[config.mk]
export PLATFORM = sky130hd
export DESIGN_NAME = menu_select
export DESIGN_NICKNAME = d
export VERILOG_FILES = /design/src/rtl/menu_pkg.sv /design/src/rtl/menu_fade.sv /design/src/rtl/menu_select.sv
export SDC_FILE = /design/constraint.sdc
export NUM_CORES = 1
export LEC_CHECK = 0
export BUFFER_PORTS_ARGS = -buffer_cell sky130_fd_sc_hd__buf_2
export CAP_MARGIN = 20
export CORE_MARGIN = 2
export CORE_UTILIZATION = 55
export DETAILED_ROUTE_END_ITERATION = 16
export GPL_TIMING_DRIVEN = 0
export PLACE_DENSITY = 0.81
export SETUP_SLACK_MARGIN = 0.5
export SLEW_MARGIN = 40
export SYNTH_ARGS = -nofsm -noshare
export SYNTH_HDL_FRONTEND = slang
export SYNTH_HIERARCHICAL = 1
export SYNTH_SLANG_ARGS = --single-unit
[constraint.sdc]
create_clock -name i_clk_pix -period 8.7 [get_ports i_clk_pix]
set_input_delay 0.435 -clock i_clk_pix [delete_from_list [all_inputs] [get_ports i_clk_pix]]
set_output_delay 0.435 -clock i_clk_pix [all_outputs]
set_load 0.05 [all_outputs]
[src/rtl/menu_pkg.sv]
`default_nettype none
// ============================================================================
// Module      : menu_pkg
// Description : Shared types and key indices for the title-screen menu.
// Revision    : 1.0
// ============================================================================
package menu_pkg;

    typedef enum logic [1:0] {
        IDLE    = 2'd0,
        FADE    = 2'd1,
        HANDOFF = 2'd2,
        DONE    = 2'd3
    } menu_state_t;

    // Colour order is {R, B, G}
    typedef logic [23:0] rgb_t;

    localparam int KEY_CONFIRM = 0;
    localparam int KEY_NEXT    = 1;
    localparam int KEY_PREV    = 2;

endpackage
`default_nettype wire

[src/rtl/menu_fade.sv]
`default_nettype none
// ============================================================================
// Module      : menu_fade
// Description : Combinational colour scaler, channel * level / FADE_FRAMES.
// Revision    : 1.0
// ============================================================================
module menu_fade
    import menu_pkg::*;
#(
    parameter int FADE_FRAMES = 32
) (
    input  rgb_t                         i_color,
    input  logic [$clog2(FADE_FRAMES):0] i_level,
    output rgb_t                         o_color
);

    localparam int c_SHIFT = $clog2(FADE_FRAMES);
    localparam int c_PW    = 8 + c_SHIFT + 1;

    for (genvar g = 0; g < 3; g++) begin : g_ch
        logic [c_PW-1:0] w_prod;
        assign w_prod              = c_PW'(i_color[8*g +: 8]) * c_PW'(i_level);
        assign o_color[8*g +: 8]   = 8'(w_prod >> c_SHIFT);
    end

endmodule
`default_nettype wire

[src/rtl/menu_select.sv]
`default_nettype none
// ============================================================================
// Module      : menu_select
// Description : Multi-item title menu: cursor, fade to black, start handoff.
// Revision    : 1.0
// ============================================================================
module menu_select
    import menu_pkg::*;
#(
    parameter int   N_ITEMS     = 3,
    parameter int   CORDW       = 16,
    parameter int   H_RES       = 800,
    parameter int   V_RES       = 600,
    parameter int   BOX_X0      = 280,
    parameter int   BOX_Y0      = 200,
    parameter int   BOX_W       = 240,
    parameter int   BOX_H       = 48,
    parameter int   BOX_GAP     = 16,
    parameter int   FADE_FRAMES = 32,
    parameter int   WRAP        = 1,
    parameter rgb_t BG_COLOR    = 24'h00FFFF,
    parameter rgb_t BOX_COLOR   = 24'h404040,
    parameter rgb_t SEL_COLOR   = 24'hFFC000
) (
    input  logic                         i_clk_pix,
    input  logic                         i_rst_n,
    input  logic                         i_frame,
    input  logic                         i_line,
    input  logic signed [CORDW-1:0]      i_sx,
    input  logic signed [CORDW-1:0]      i_sy,
    input  logic [2:0]                   i_key,
    input  logic                         i_main_ready,
    output logic                         o_main_start,
    output logic [$clog2(N_ITEMS)-1:0]   o_mode,
    output logic                         o_drawing,
    output logic                         o_processing,
    output logic [7:0]                   o_red,
    output logic [7:0]                   o_blue,
    output logic [7:0]                   o_green
);

    localparam int SELW = $clog2(N_ITEMS);
    localparam int FW   = $clog2(FADE_FRAMES) + 1;

    localparam logic [SELW-1:0] c_SEL_MAX   = SELW'(N_ITEMS - 1);
    localparam logic [FW-1:0]   c_FADE_FULL = FW'(FADE_FRAMES);
    localparam logic [FW-1:0]   c_FADE_LAST = FW'(FADE_FRAMES - 1);
    localparam int              c_X_END     = (BOX_X0 + BOX_W < H_RES) ? BOX_X0 + BOX_W : H_RES;
    localparam logic signed [CORDW-1:0] c_X0 = CORDW'(BOX_X0);
    localparam logic signed [CORDW-1:0] c_X1 = CORDW'(c_X_END);

    menu_state_t       r_state_q, w_state_d;
    logic [SELW-1:0]   r_sel_q,   w_sel_d;
    logic [FW-1:0]     r_fade_q,  w_fade_d;
    logic [2:0]        r_key_q;
    logic              r_start_q, w_start_d;
    logic              r_draw_q,  w_draw_d;
    rgb_t              r_rgb_q,   w_rgb_d;

    logic [2:0]         w_press;
    logic [N_ITEMS-1:0] w_hit;
    rgb_t               w_base;
    rgb_t               w_faded;
    logic [FW-1:0]      w_level;
    logic               w_unused;

    assign w_unused = i_line;
    assign w_press  = i_key & ~r_key_q;

    // Boxes are clipped to the active area; signed compares reject negative coordinates
    for (genvar k = 0; k < N_ITEMS; k++) begin : g_box
        localparam int c_Y_TOP = BOX_Y0 + k * (BOX_H + BOX_GAP);
        localparam int c_Y_END = (c_Y_TOP + BOX_H < V_RES) ? c_Y_TOP + BOX_H : V_RES;
        localparam logic signed [CORDW-1:0] c_Y0 = CORDW'(c_Y_TOP);
        localparam logic signed [CORDW-1:0] c_Y1 = CORDW'(c_Y_END);
        assign w_hit[k] = (i_sx >= c_X0) && (i_sx < c_X1) &&
                          (i_sy >= c_Y0) && (i_sy < c_Y1);
    end

    assign w_base  = w_hit[r_sel_q] ? SEL_COLOR : ((|w_hit) ? BOX_COLOR : BG_COLOR);
    assign w_level = c_FADE_FULL - r_fade_q;

    menu_fade #(
        .FADE_FRAMES (FADE_FRAMES)
    ) u_fade (
        .i_color (w_base),
        .i_level (w_level),
        .o_color (w_faded)
    );

    always_ff @(posedge i_clk_pix or negedge i_rst_n) begin
        if (!i_rst_n) begin
            r_state_q <= IDLE;
            r_sel_q   <= '0;
            r_fade_q  <= '0;
            r_key_q   <= '0;
            r_start_q <= 1'b0;
            r_draw_q  <= 1'b0;
            r_rgb_q   <= '0;
        end else begin
            r_state_q <= w_state_d;
            r_sel_q   <= w_sel_d;
            r_fade_q  <= w_fade_d;
            r_key_q   <= i_key;
            r_start_q <= w_start_d;
            r_draw_q  <= w_draw_d;
            r_rgb_q   <= w_rgb_d;
        end
    end

    always_comb begin
        w_state_d = r_state_q;
        w_sel_d   = r_sel_q;
        w_fade_d  = r_fade_q;
        case (r_state_q)
            IDLE: begin
                if (w_press[KEY_CONFIRM]) begin
                    w_state_d = FADE;
                end else if (w_press[KEY_NEXT] && !w_press[KEY_PREV]) begin
                    if (r_sel_q != c_SEL_MAX) w_sel_d = r_sel_q + 1'b1;
                    else if (WRAP != 0)       w_sel_d = '0;
                end else if (w_press[KEY_PREV] && !w_press[KEY_NEXT]) begin
                    if (r_sel_q != '0)        w_sel_d = r_sel_q - 1'b1;
                    else if (WRAP != 0)       w_sel_d = c_SEL_MAX;
                end
            end
            FADE: begin
                if (i_frame) begin
                    w_fade_d = r_fade_q + 1'b1;
                    if (r_fade_q == c_FADE_LAST) w_state_d = HANDOFF;
                end
            end
            HANDOFF: begin
                if (i_main_ready) w_state_d = DONE;
            end
            default: begin
                w_state_d = r_state_q;
            end
        endcase
    end

    always_comb begin
        o_processing = (r_state_q != DONE);
        w_start_d    = (w_state_d == HANDOFF);
        w_draw_d     = |w_hit;
        w_rgb_d      = w_faded;
        if (r_state_q == DONE) begin
            w_draw_d = 1'b0;
            w_rgb_d  = '0;
        end
    end

    assign o_main_start            = r_start_q;
    assign o_mode                  = r_sel_q;
    assign o_drawing               = r_draw_q;
    assign {o_red, o_blue, o_green} = r_rgb_q;

endmodule
`default_nettype wire

==> results of run 1 <==
worst paths after layout:
| path | startpoint | slack [ns] | cells after the start | end |
|---|---|---|---|---|
| max | r_fade_q[2] | 2.87 | 17 | r_rgb_q[15] |
| min | i_rst_n | 0.09 | 1 | r_rgb_q[12] |
| max reg2reg | r_fade_q[2] | 2.87 | 17 | r_rgb_q[15] |
| min reg2reg | r_fade_q[5] | 0.52 | 1 | r_fade_q[5] |
| max in group asynchronous | i_rst_n | 8.25 | 1 | r_rgb_q[21] |
| min in group i_clk_pix | i_key[1] | 0.24 | 1 | r_key_q[1] |
sequential cells by signal, indices dropped and copies added, names as in the netlist:
signal        flops
o_mode            2
r_key_q           3
r_fade_q          6
r_state_q         2
r_rgb_q          24
o_drawing         1
o_main_start      1
cell families (layout without fill, tap and decap cells):
kind of cell             count (synthesis)  in the layout
AO/OA/AOI/OAI                           57             57
XOR/XNOR                                37             37
adder cells (fa/ha/maj)                129            129
buffers and inverters                  131            203
flip-flops                              39             39
multiplexers                             2              2
other                                    1              6
AND/OR/NAND/NOR                        243            243
final cells by class:
type	instances	area (um2)	share of cell area, %
flip-flops and latches	39	976	15.1
clock buffers	5	68.8	1.06
multi-input cells	474	4350	67.2
well taps	136	170	2.63
inverters	114	428	6.61
clock inverters	3	46.3	0.715
plain buffers	17	67.6	1.04
repair buffers	64	365	5.64
layout by cell type, fill, tap and decap left out, types with 3 or more instances in the layout:
cell type and instances:
sky130_fd_sc_hd__dfrtp_1 39, sky130_fd_sc_hd__nand2_1 41, sky130_fd_sc_hd__and2_1 129, sky130_fd_sc_hd__nor4_1 3, sky130_fd_sc_hd__inv_1 114, sky130_fd_sc_hd__clkbuf_1 16, sky130_fd_sc_hd__nand3_1 10, sky130_fd_sc_hd__xnor2_1 24
sky130_fd_sc_hd__fa_1 69, sky130_fd_sc_hd__o21bai_1 3, sky130_fd_sc_hd__ha_1 60, sky130_fd_sc_hd__a21oi_1 15, sky130_fd_sc_hd__xor2_1 13, sky130_fd_sc_hd__conb_1 6, sky130_fd_sc_hd__nand4_1 8, sky130_fd_sc_hd__nor2_1 13
sky130_fd_sc_hd__o21ai_0 10, sky130_fd_sc_hd__and3_1 3, sky130_fd_sc_hd__nor2b_1 3, sky130_fd_sc_hd__nor3_1 9, sky130_fd_sc_hd__nand2b_1 5, sky130_fd_sc_hd__clkbuf_8 5, sky130_fd_sc_hd__a31oi_1 4, sky130_fd_sc_hd__buf_2 60
metal layers:
| metal | global-route usage [%] | vias to the layer above | share of wire (%) |
|---|---|---|---|
| li1 | - | 2169 | - |
| met1 | 29.5 | 2233 | 40 |
| met2 | 44.4 | 131 | 51 |
| met3 | 3.62 | 21 | 5.8 |
| met4 | 7.98 | 0 | 2.4 |
| met5 | 0 | - | 0 |
stage by stage:
stage | area [um2] | hold slack (ns) | setup TNS, ns
2_1_floorplan | 5800 | 0.139 | 0
3_3_place_gp | 6280 | 0.500 | -6.54
3_5_place_dp | 6360 | 0.453 | 0
4_1_cts | 6480 | 0.0986 | 0
5_1_grt | 6480 | 0.119 | 0
6_report | 6480 | 0.0872 | 0
critical path, delay by kind of cell (launching register included):
kind            cells  cell delay, ns
fa+ha+maj           4            1.97
buf+inv             3            0.72
flops               1            0.37
compound gates      3            0.78
xor+xnor            1            0.52
simple gates        6            1.35
==> metrics.txt, run 1 <==
result of the run=finished clean; starting DRC count in detailed routing=192; routed vias=4554; Post-Syn Instances=639; Post-DP HPWL=9770 um; synthesized-area fraction occupied by and/or/nand/nor cells=24.7%; largest family of logic cells by synthesized area=adder cells; Post-synth EDFFs=0; via count of the first global-routing pass=4867; H-tree depth reported by CTS=2; Worst slew margin=51.2%; warnings from Yosys=6; Port Buffer Count=61; crit path kind=flip-flop to flip-flop; setup clock skew after layout=0.0101 ns; critical path, cell by cell=clkbuf_1 -> or3_1 -> nor3_1 -> xor2_1 -> clkbuf_1 -> nand2_1 -> fa_1 -> fa_1 -> fa_1 -> inv_1 -> ha_1 -> a21oi_1 -> o21ai_2 -> a311oi_2 -> nor4b_1 -> nor3_1 -> and2_1; net total in the final layout=884; largest stage delay on the critical path=0.55 ns; CTS resizes=0; Max Clock Freq=172 MHz; vertical die dimension=107 um; final count of pins violating max slew=0; Max clock buf depth=2; top cell type's share of synthesized area=23.9%; Seq cells post-synth=39; max-cap viol count=0; Synth Area in Compound Gates=6.99%; die area=11400 um2; Cell Rows=37; Data arrival, critical path=6.04 ns; top cells by count, synth=129 x sky130_fd_sc_hd__and2_1, 114 x sky130_fd_sc_hd__inv_1, 69 x sky130_fd_sc_hd__fa_1; maximum fanout along the worst path=10; synthesized-area fraction occupied by adder cells=36.9%; largest net degree at the start of global routing=40; async set-or-reset flop fraction in the synthesized netlist=100%; post-synthesis instance area=5780 um2; gr ovfl total=0; post-placement worst setup slack=2.72 ns; number of I/O pins=69; post-detailed-route wirelength per cell=14.8 um; buffers inserted by post-CTS timing repair=0; vias per cell=5.35; CTS clock-pin slew for the worst setup and hold paths=0.10 ns; share of cells above drive strength 1=12.2%; Worst Setup Slack, final=2.87 ns; Initial Util=56.3%; Final Setup Violations=0; period utilisation layout=67.0%; cell occurring most often along the worst timing path=sky130_fd_sc_hd__fa_1; area of the core region=10300 um2; Fin. Hold Viols=0; CTS tree=built; count of inserted antenna diode cells=0; time the worst path needs with I/O delays and setup=5.83 ns; CP max stage cell=sky130_fd_sc_hd__fa_1; area growth from synthesis to final layout=12.0%; Netlist cell types=57; most common flop cell mapped by yosys=sky130_fd_sc_hd__dfrtp_1; post-route DRC violation count=0; number of buffers inserted by hold repair at cts=0; DR pass1 iterations=4; Data required, critical path=8.91 ns; number of nets with antenna violations after routing=0; number of buffers created by CTS=5; filler cell count in the final layout=844; most area-consuming cells after synthesis=sky130_fd_sc_hd__fa_1 24%, sky130_fd_sc_hd__dfrtp_1 17%, sky130_fd_sc_hd__and2_1 14%; RSZ-0062 raised after global routing=false; post-synthesis cell type with the largest combined area=sky130_fd_sc_hd__fa_1; synthesized-area fraction occupied by xor and xnor cells=5.60%; first-pass GRT wire length=22000 um; clock insertion delay at the later pin of the skew report=0.31 ns; nature of the critical path endpoint=flip-flop; post-synthesis average cell area=9.05 um2; final cell count without fillers=852; pin slew with the least headroom to its limit=0.726 ns; antenna violations before repair=0; routed wire length=12600 um; dominant cell by count in the synthesized netlist=sky130_fd_sc_hd__and2_1; Worst Setup Start Kind=flip-flop; sequential cell area fraction in the yosys report=16.9%; Worst Hold Class=input port to asynchronous set/reset pin; post-route core utilization=63.0%; master cell of the clock root buffer=sky130_fd_sc_hd__clkbuf_8; number of instances in the placed design=844; Global Route Usage Sum=24.4%; mux cell area share after synthesis=0.346%; Final GP Congestion=0.843; horizontal extent of the die=107 um; TritonCTS Sinks=39
Power of run 1 is not shown: default switching activity piles up to over one toggle a cycle in this logic, so the estimate is an artifact.
==> run 2, diff against run 1 <==
--- a/config.mk
+++ b/config.mk
@@ -11,7 +11,7 @@
 export CORE_UTILIZATION = 55
 export DETAILED_ROUTE_END_ITERATION = 16
 export GPL_TIMING_DRIVEN = 0
-export PLACE_DENSITY = 0.81
+export PLACE_DENSITY = 0.84
 export SETUP_SLACK_MARGIN = 0.5
 export SLEW_MARGIN = 40
 export SYNTH_ARGS = -nofsm -noshare
==> constraint.sdc (replaced) <==
create_clock -name i_clk_pix -period 5.3 [get_ports i_clk_pix]
set_input_delay 0.265 -clock i_clk_pix [delete_from_list [all_inputs] [get_ports i_clk_pix]]
set_output_delay 0.265 -clock i_clk_pix [all_outputs]
set_load 0.05 [all_outputs]
==> metrics.txt, run 2 (same netlist as run 1, synthesis figures left out) <==
Cell Rows=37; number of instances in the placed design=843; Worst Hold Class=input port to flip-flop; via count of the first global-routing pass=5355; max FFs per register=24; period utilisation layout=96.0%; Data required, critical path=5.52 ns; beginning of the worst register-to-register path=o_mode[0]; time the worst path needs with I/O delays and setup=5.09 ns; RSZ-0062 raised after global routing=true; CTS tree=built; die area=11400 um2; post-route DRC violation count=0; Data arrival, critical path=5.31 ns; number of I/O pins=69; placed inst area=6530 um2; Global Route Usage Sum=28.0%; startpoint of the tightest hold check path=i_key[0]; crit path kind=flip-flop to flip-flop; first-pass GRT wire length=25000 um; master cell of the clock root buffer=sky130_fd_sc_hd__clkbuf_8; largest registers=r_rgb_q: 24 flops, r_fade_q: 6 flops, r_key_q: 3 flops; Max Clock Freq=197 MHz; routed vias=5371; pin slew with the least headroom to its limit=0.651 ns; H-tree depth reported by CTS=2; routed wire length=18900 um; share of cells above drive strength 1=32.3%; vias per cell=5.88; gr ovfl total=0; most used cells in the layout excluding fill and tap cells=107 x sky130_fd_sc_hd__and2_1, 102 x sky130_fd_sc_hd__inv_1, 67 x sky130_fd_sc_hd__fa_1; CTS clock-pin slew for the worst setup and hold paths=0.10 ns; number of nets with antenna violations after routing=0; starting DRC count in detailed routing=553; area growth from synthesis to final layout=33.2%; most common cell after layout, fill and taps aside=sky130_fd_sc_hd__and2_1; DR pass1 iterations=7; Port Buffer Count=61; final cell count without fillers=913; worst setup path startpoint=o_mode[0]; Initial Util=56.3%; area of the core region=10300 um2; post-route core utilization=74.9%; horizontal extent of the die=107 um; antenna violations before repair=0; final count of pins violating max slew=0; summed area of non-filler cells in the final layout=7700 um2; Final GP Congestion=0.811; number of buffers created by CTS=5; clock insertion delay at the later pin of the skew report=0.32 ns; worst reg-to-reg setup slack=0.21 ns; post-detailed-route wirelength per cell=20.7 um; maximum fanout along the worst path=6; Worst slew margin=56.3%; setup clock skew after layout=0.0159 ns; Worst Setup Start Kind=flip-flop; destination of the worst hold path=r_key_q[0]; nature of the critical path endpoint=flip-flop; TritonCTS Sinks=39; largest net degree at the start of global routing=40; Fin. Hold Viols=0; max-cap viol count=0; net total in the final layout=945; register bank with the most flops=r_rgb_q; number of stages on the worst hold path=1; worst-case reg-to-reg path depth=18; count of inserted antenna diode cells=0; Post-DP HPWL=9660 um; result of the run=finished clean; reg2reg end=r_rgb_q[23]; Final Setup Violations=0; vertical die dimension=107 um; Max clock buf depth=2
-- run 2: cell count changes in the layout (fill, tap and decap cells not counted), moves of 6 or more --
cell / change
sky130_fd_sc_hd__ha_1: -15
sky130_fd_sc_hd__ha_4: +15
sky130_fd_sc_hd__and2_1: -22
sky130_fd_sc_hd__buf_6: +7
sky130_fd_sc_hd__inv_1: -12
sky130_fd_sc_hd__buf_4: +48
sky130_fd_sc_hd__clkbuf_2: +6
sky130_fd_sc_hd__inv_2: +12
sky130_fd_sc_hd__and2_4: +22
sky130_fd_sc_hd__a21oi_1: -7
sky130_fd_sc_hd__clkbuf_1: -12
sky130_fd_sc_hd__nor3_1: -6
-- run 2: how the worst max path moves through the flow --
stage,to,slack (ns),depth (start not counted)
floorplan,r_rgb_q[23],0.27,16
global placement,r_rgb_q[15],-0.47,16
detailed placement,r_rgb_q[15],-0.51,19
CTS,r_rgb_q[15],0.41,17
global route,r_rgb_q[23],0.12,18
finish,r_rgb_q[23],0.21,18
-- run 2: worst max-delay path, cell delays in order (launching register included) --
cell and delay, ns:
sky130_fd_sc_hd__dfrtp_2 0.38, sky130_fd_sc_hd__inv_2 0.05, sky130_fd_sc_hd__or3_1 0.36, sky130_fd_sc_hd__a2111o_2 0.53, sky130_fd_sc_hd__buf_6 0.17, sky130_fd_sc_hd__a21boi_4 0.24, sky130_fd_sc_hd__and2_4 0.21, sky130_fd_sc_hd__fa_1 0.41
sky130_fd_sc_hd__fa_1 0.59, sky130_fd_sc_hd__inv_1 0.07, sky130_fd_sc_hd__fa_1 0.37, sky130_fd_sc_hd__inv_1 0.12, sky130_fd_sc_hd__ha_4 0.25, sky130_fd_sc_hd__a21oi_4 0.16, sky130_fd_sc_hd__nand2_1 0.08, sky130_fd_sc_hd__a221o_1 0.42
sky130_fd_sc_hd__nor4_4 0.35, sky130_fd_sc_hd__a2111oi_4 0.06, sky130_fd_sc_hd__and2_1 0.18
-- run 2: per-stage QoR --
step           setup slack [ns]  setup TNS (ns)  hold slack [ns]
2_1_floorplan             0.272               0          -0.0306
3_3_place_gp             -0.472           -1.61            0.383
3_5_place_dp             -0.507           -1.44            0.282
4_1_cts                   0.413               0           0.0753
5_1_grt                   0.117               0           0.0602
6_report                  0.211               0           0.0701
-- run 2: final cells by class --
type | instances | area [um2]
Multi-Input combinational cell | 479 | 5050
Fill cell | 609 | 2570
Sequential cell | 39 | 980
Timing Repair Buffer | 120 | 840
Inverter | 114 | 428
Tap cell | 136 | 170
Buffer | 17 | 143
Clock buffer | 5 | 68.8
Clock inverter | 3 | 20.0
-- run 2: repair_timing --
action | 4_1_cts | 5_1_grt
cloned | 7 | 2
pin swaps | 21 | 63
hold buffers | 1 | 0
buffers inserted | 27 | 25
endpoints found under the hold margin | 39 | 0
resized for setup | 57 | 57
endpoints found under the setup margin | 20 | 16
-- run 2: per-layer routing --
layer / GRT usage [%] / part of all wire (%) / vias up
met3: 4.41 / 7.6 / 124
met2: 49.6 / 50 / 323
met4: 13.0 / 7.0 / 0
met5: 0 / 0 / -
met1: 33.2 / 36 / 2629
li1: - / - / 2295
Power of run 2 is left out for the same reason.
==> run 3, diff against run 2 <==
--- a/config.mk
+++ b/config.mk
@@ -11,10 +11,11 @@
 export CORE_UTILIZATION = 55
 export DETAILED_ROUTE_END_ITERATION = 16
 export GPL_TIMING_DRIVEN = 0
-export PLACE_DENSITY = 0.84
+export PLACE_DENSITY = 0.82
 export SETUP_SLACK_MARGIN = 0.5
 export SLEW_MARGIN = 40
 export SYNTH_ARGS = -nofsm -noshare
 export SYNTH_HDL_FRONTEND = slang
 export SYNTH_HIERARCHICAL = 1
 export SYNTH_SLANG_ARGS = --single-unit
+export TNS_END_PERCENT = 30
==> metrics.txt, run 3 (same netlist as run 1, synthesis figures left out) <==
result of the run=finished clean; Max Clock Freq=201 MHz; largest net degree at the start of global routing=40; H-tree depth reported by CTS=2; clock insertion delay at the later pin of the skew report=0.31 ns; largest stage delay on the critical path=0.59 ns; final count of pins violating max slew=0; register bank with the most flops=r_rgb_q; Worst Hold Class=input port to flip-flop; nature of the critical path endpoint=flip-flop; DR pass1 iterations=5; CTS tree=built; CP max stage cell=sky130_fd_sc_hd__fa_1; max FFs per register=24; Cell Rows=37; worst-case reg-to-reg path depth=18; gr ovfl total=0; die area=11400 um2; number of nets with antenna violations after routing=0; via count of the first global-routing pass=5228; most used cells in the layout excluding fill and tap cells=102 x sky130_fd_sc_hd__and2_1, 101 x sky130_fd_sc_hd__inv_1, 66 x sky130_fd_sc_hd__fa_1; max-cap viol count=0; master cell of the clock root buffer=sky130_fd_sc_hd__clkbuf_8; number of I/O pins=69; TritonCTS Sinks=39; Data arrival, critical path=5.23 ns; critical path, cell by cell=buf_8 -> or3_4 -> buf_12 -> xor2_4 -> buf_6 -> and2_1 -> fa_1 -> fa_1 -> inv_2 -> fa_1 -> inv_2 -> ha_4 -> a21oi_4 -> a21boi_2 -> a311oi_4 -> and4b_1 -> nor3_2 -> and2_1; vertical die dimension=107 um; Worst Setup Slack, final=0.325 ns; number of buffers created by CTS=5; Port Buffer Count=61; area of the core region=10300 um2; share of cells above drive strength 1=32.3%; net total in the final layout=936; Final Setup Violations=0; maximum fanout along the worst path=9; number of instances in the placed design=843; area growth from synthesis to final layout=32.3%; Max clock buf depth=2; Worst slew margin=55.5%; Worst path top cell family by delay=adder cells; largest registers=r_rgb_q: 24 flops, r_fade_q: 6 flops, r_key_q: 3 flops; routed vias=5180; Initial Util=56.3%; Worst Setup Start Kind=flip-flop; horizontal extent of the die=107 um; number of cells on the critical path=18; Data required, critical path=5.56 ns; number of stages on the worst hold path=1; starting DRC count in detailed routing=360; Fin. Hold Viols=0; setup clock skew after layout=0.0179 ns; antenna violations before repair=0; Post-DP HPWL=9680 um; time the worst path needs with I/O delays and setup=4.98 ns; post-route DRC violation count=0; crit path kind=flip-flop to flip-flop; pin slew with the least headroom to its limit=0.663 ns; post-placement worst setup slack=-0.379 ns; Bufs and invs on worst path=5; cell occurring most often along the worst timing path=sky130_fd_sc_hd__fa_1; final cell count without fillers=904; count of inserted antenna diode cells=0; Global Route Usage Sum=27.1%; CTS clock-pin slew for the worst setup and hold paths=0.09 ns; most common cell after layout, fill and taps aside=sky130_fd_sc_hd__and2_1; first-pass GRT wire length=24200 um; vias per cell=5.73; filler cell count in the final layout=619; post-detailed-route wirelength per cell=18.5 um; period utilisation layout=93.9%; Final GP Congestion=0.831; routed wire length=16700 um; RSZ-0062 raised after global routing=true
==> run 3: worst reg2reg max path, stage by stage, from the launching register on <==
cell and delay (ns):
sky130_fd_sc_hd__dfrtp_1 0.40, sky130_fd_sc_hd__buf_8 0.13, sky130_fd_sc_hd__or3_4 0.42, sky130_fd_sc_hd__buf_12 0.15, sky130_fd_sc_hd__xor2_4 0.17, sky130_fd_sc_hd__buf_6 0.17, sky130_fd_sc_hd__and2_1 0.16, sky130_fd_sc_hd__fa_1 0.55
sky130_fd_sc_hd__fa_1 0.59, sky130_fd_sc_hd__inv_2 0.06, sky130_fd_sc_hd__fa_1 0.51, sky130_fd_sc_hd__inv_2 0.06, sky130_fd_sc_hd__ha_4 0.24, sky130_fd_sc_hd__a21oi_4 0.18, sky130_fd_sc_hd__a21boi_2 0.09, sky130_fd_sc_hd__a311oi_4 0.39
sky130_fd_sc_hd__and4b_1 0.26, sky130_fd_sc_hd__nor3_2 0.23, sky130_fd_sc_hd__and2_1 0.17
==> run 3: final cells by class <==
type	instances	area, um2	share of cell area [%]
buffer	17	131	1.72
clock buffer	6	72.6	0.948
clock inverter	2	12.5	0.164
inverter	114	428	5.59
multi-input combinational	478	5000	65.4
sequential	39	980	12.8
tap	136	170	2.22
timing repair buffer	112	855	11.2
==> run 3: metal layers <==
metal,vias to the layer above,global-route usage [%],routed length [um]
li1,2276,-,-
met1,2605,31.5,6460
met2,233,49.1,8470
met3,66,4.23,965
met4,0,12.3,803
met5,-,0,0
==> run 3: stage by stage <==
step / util [%] / cell area, um2 / hold WS [ns] / setup TNS [ns]
floorplan: - / 6000 / -0.0306 / 0
global placement: 63.1 / 6480 / 0.383 / -1.64
detailed placement: 63.6 / 6540 / 0.282 / -1.17
CTS: 70.8 / 7280 / 0.0756 / 0
global route: 74.5 / 7650 / 0.0809 / 0
finish: 74.5 / 7650 / 0.0816 / 0
==> run 3: final timing paths <==
check | start | to | slack, ns
setup / recovery | r_fade_q[2] | r_rgb_q[15] | 0.32
hold / removal | i_key[0] | r_key_q[0] | 0.08
setup reg to reg | r_fade_q[2] | r_rgb_q[15] | 0.32
hold reg to reg | r_fade_q[5] | r_fade_q[5] | 0.58
max in group asynchronous | i_rst_n | o_mode[1] | 4.43
min in group asynchronous | i_rst_n | r_rgb_q[7] | 0.47
==> run 3: repair_timing <==
action	CTS	global route
hold endpoints to repair	39	0
setup buffers	30	15
hold buffers	1	0
gates resized for setup	67	56
gates cloned	4	3
pin swaps	40	39
endpoints found under the setup margin	19	15
Power of run 3 is left out for the same reason.
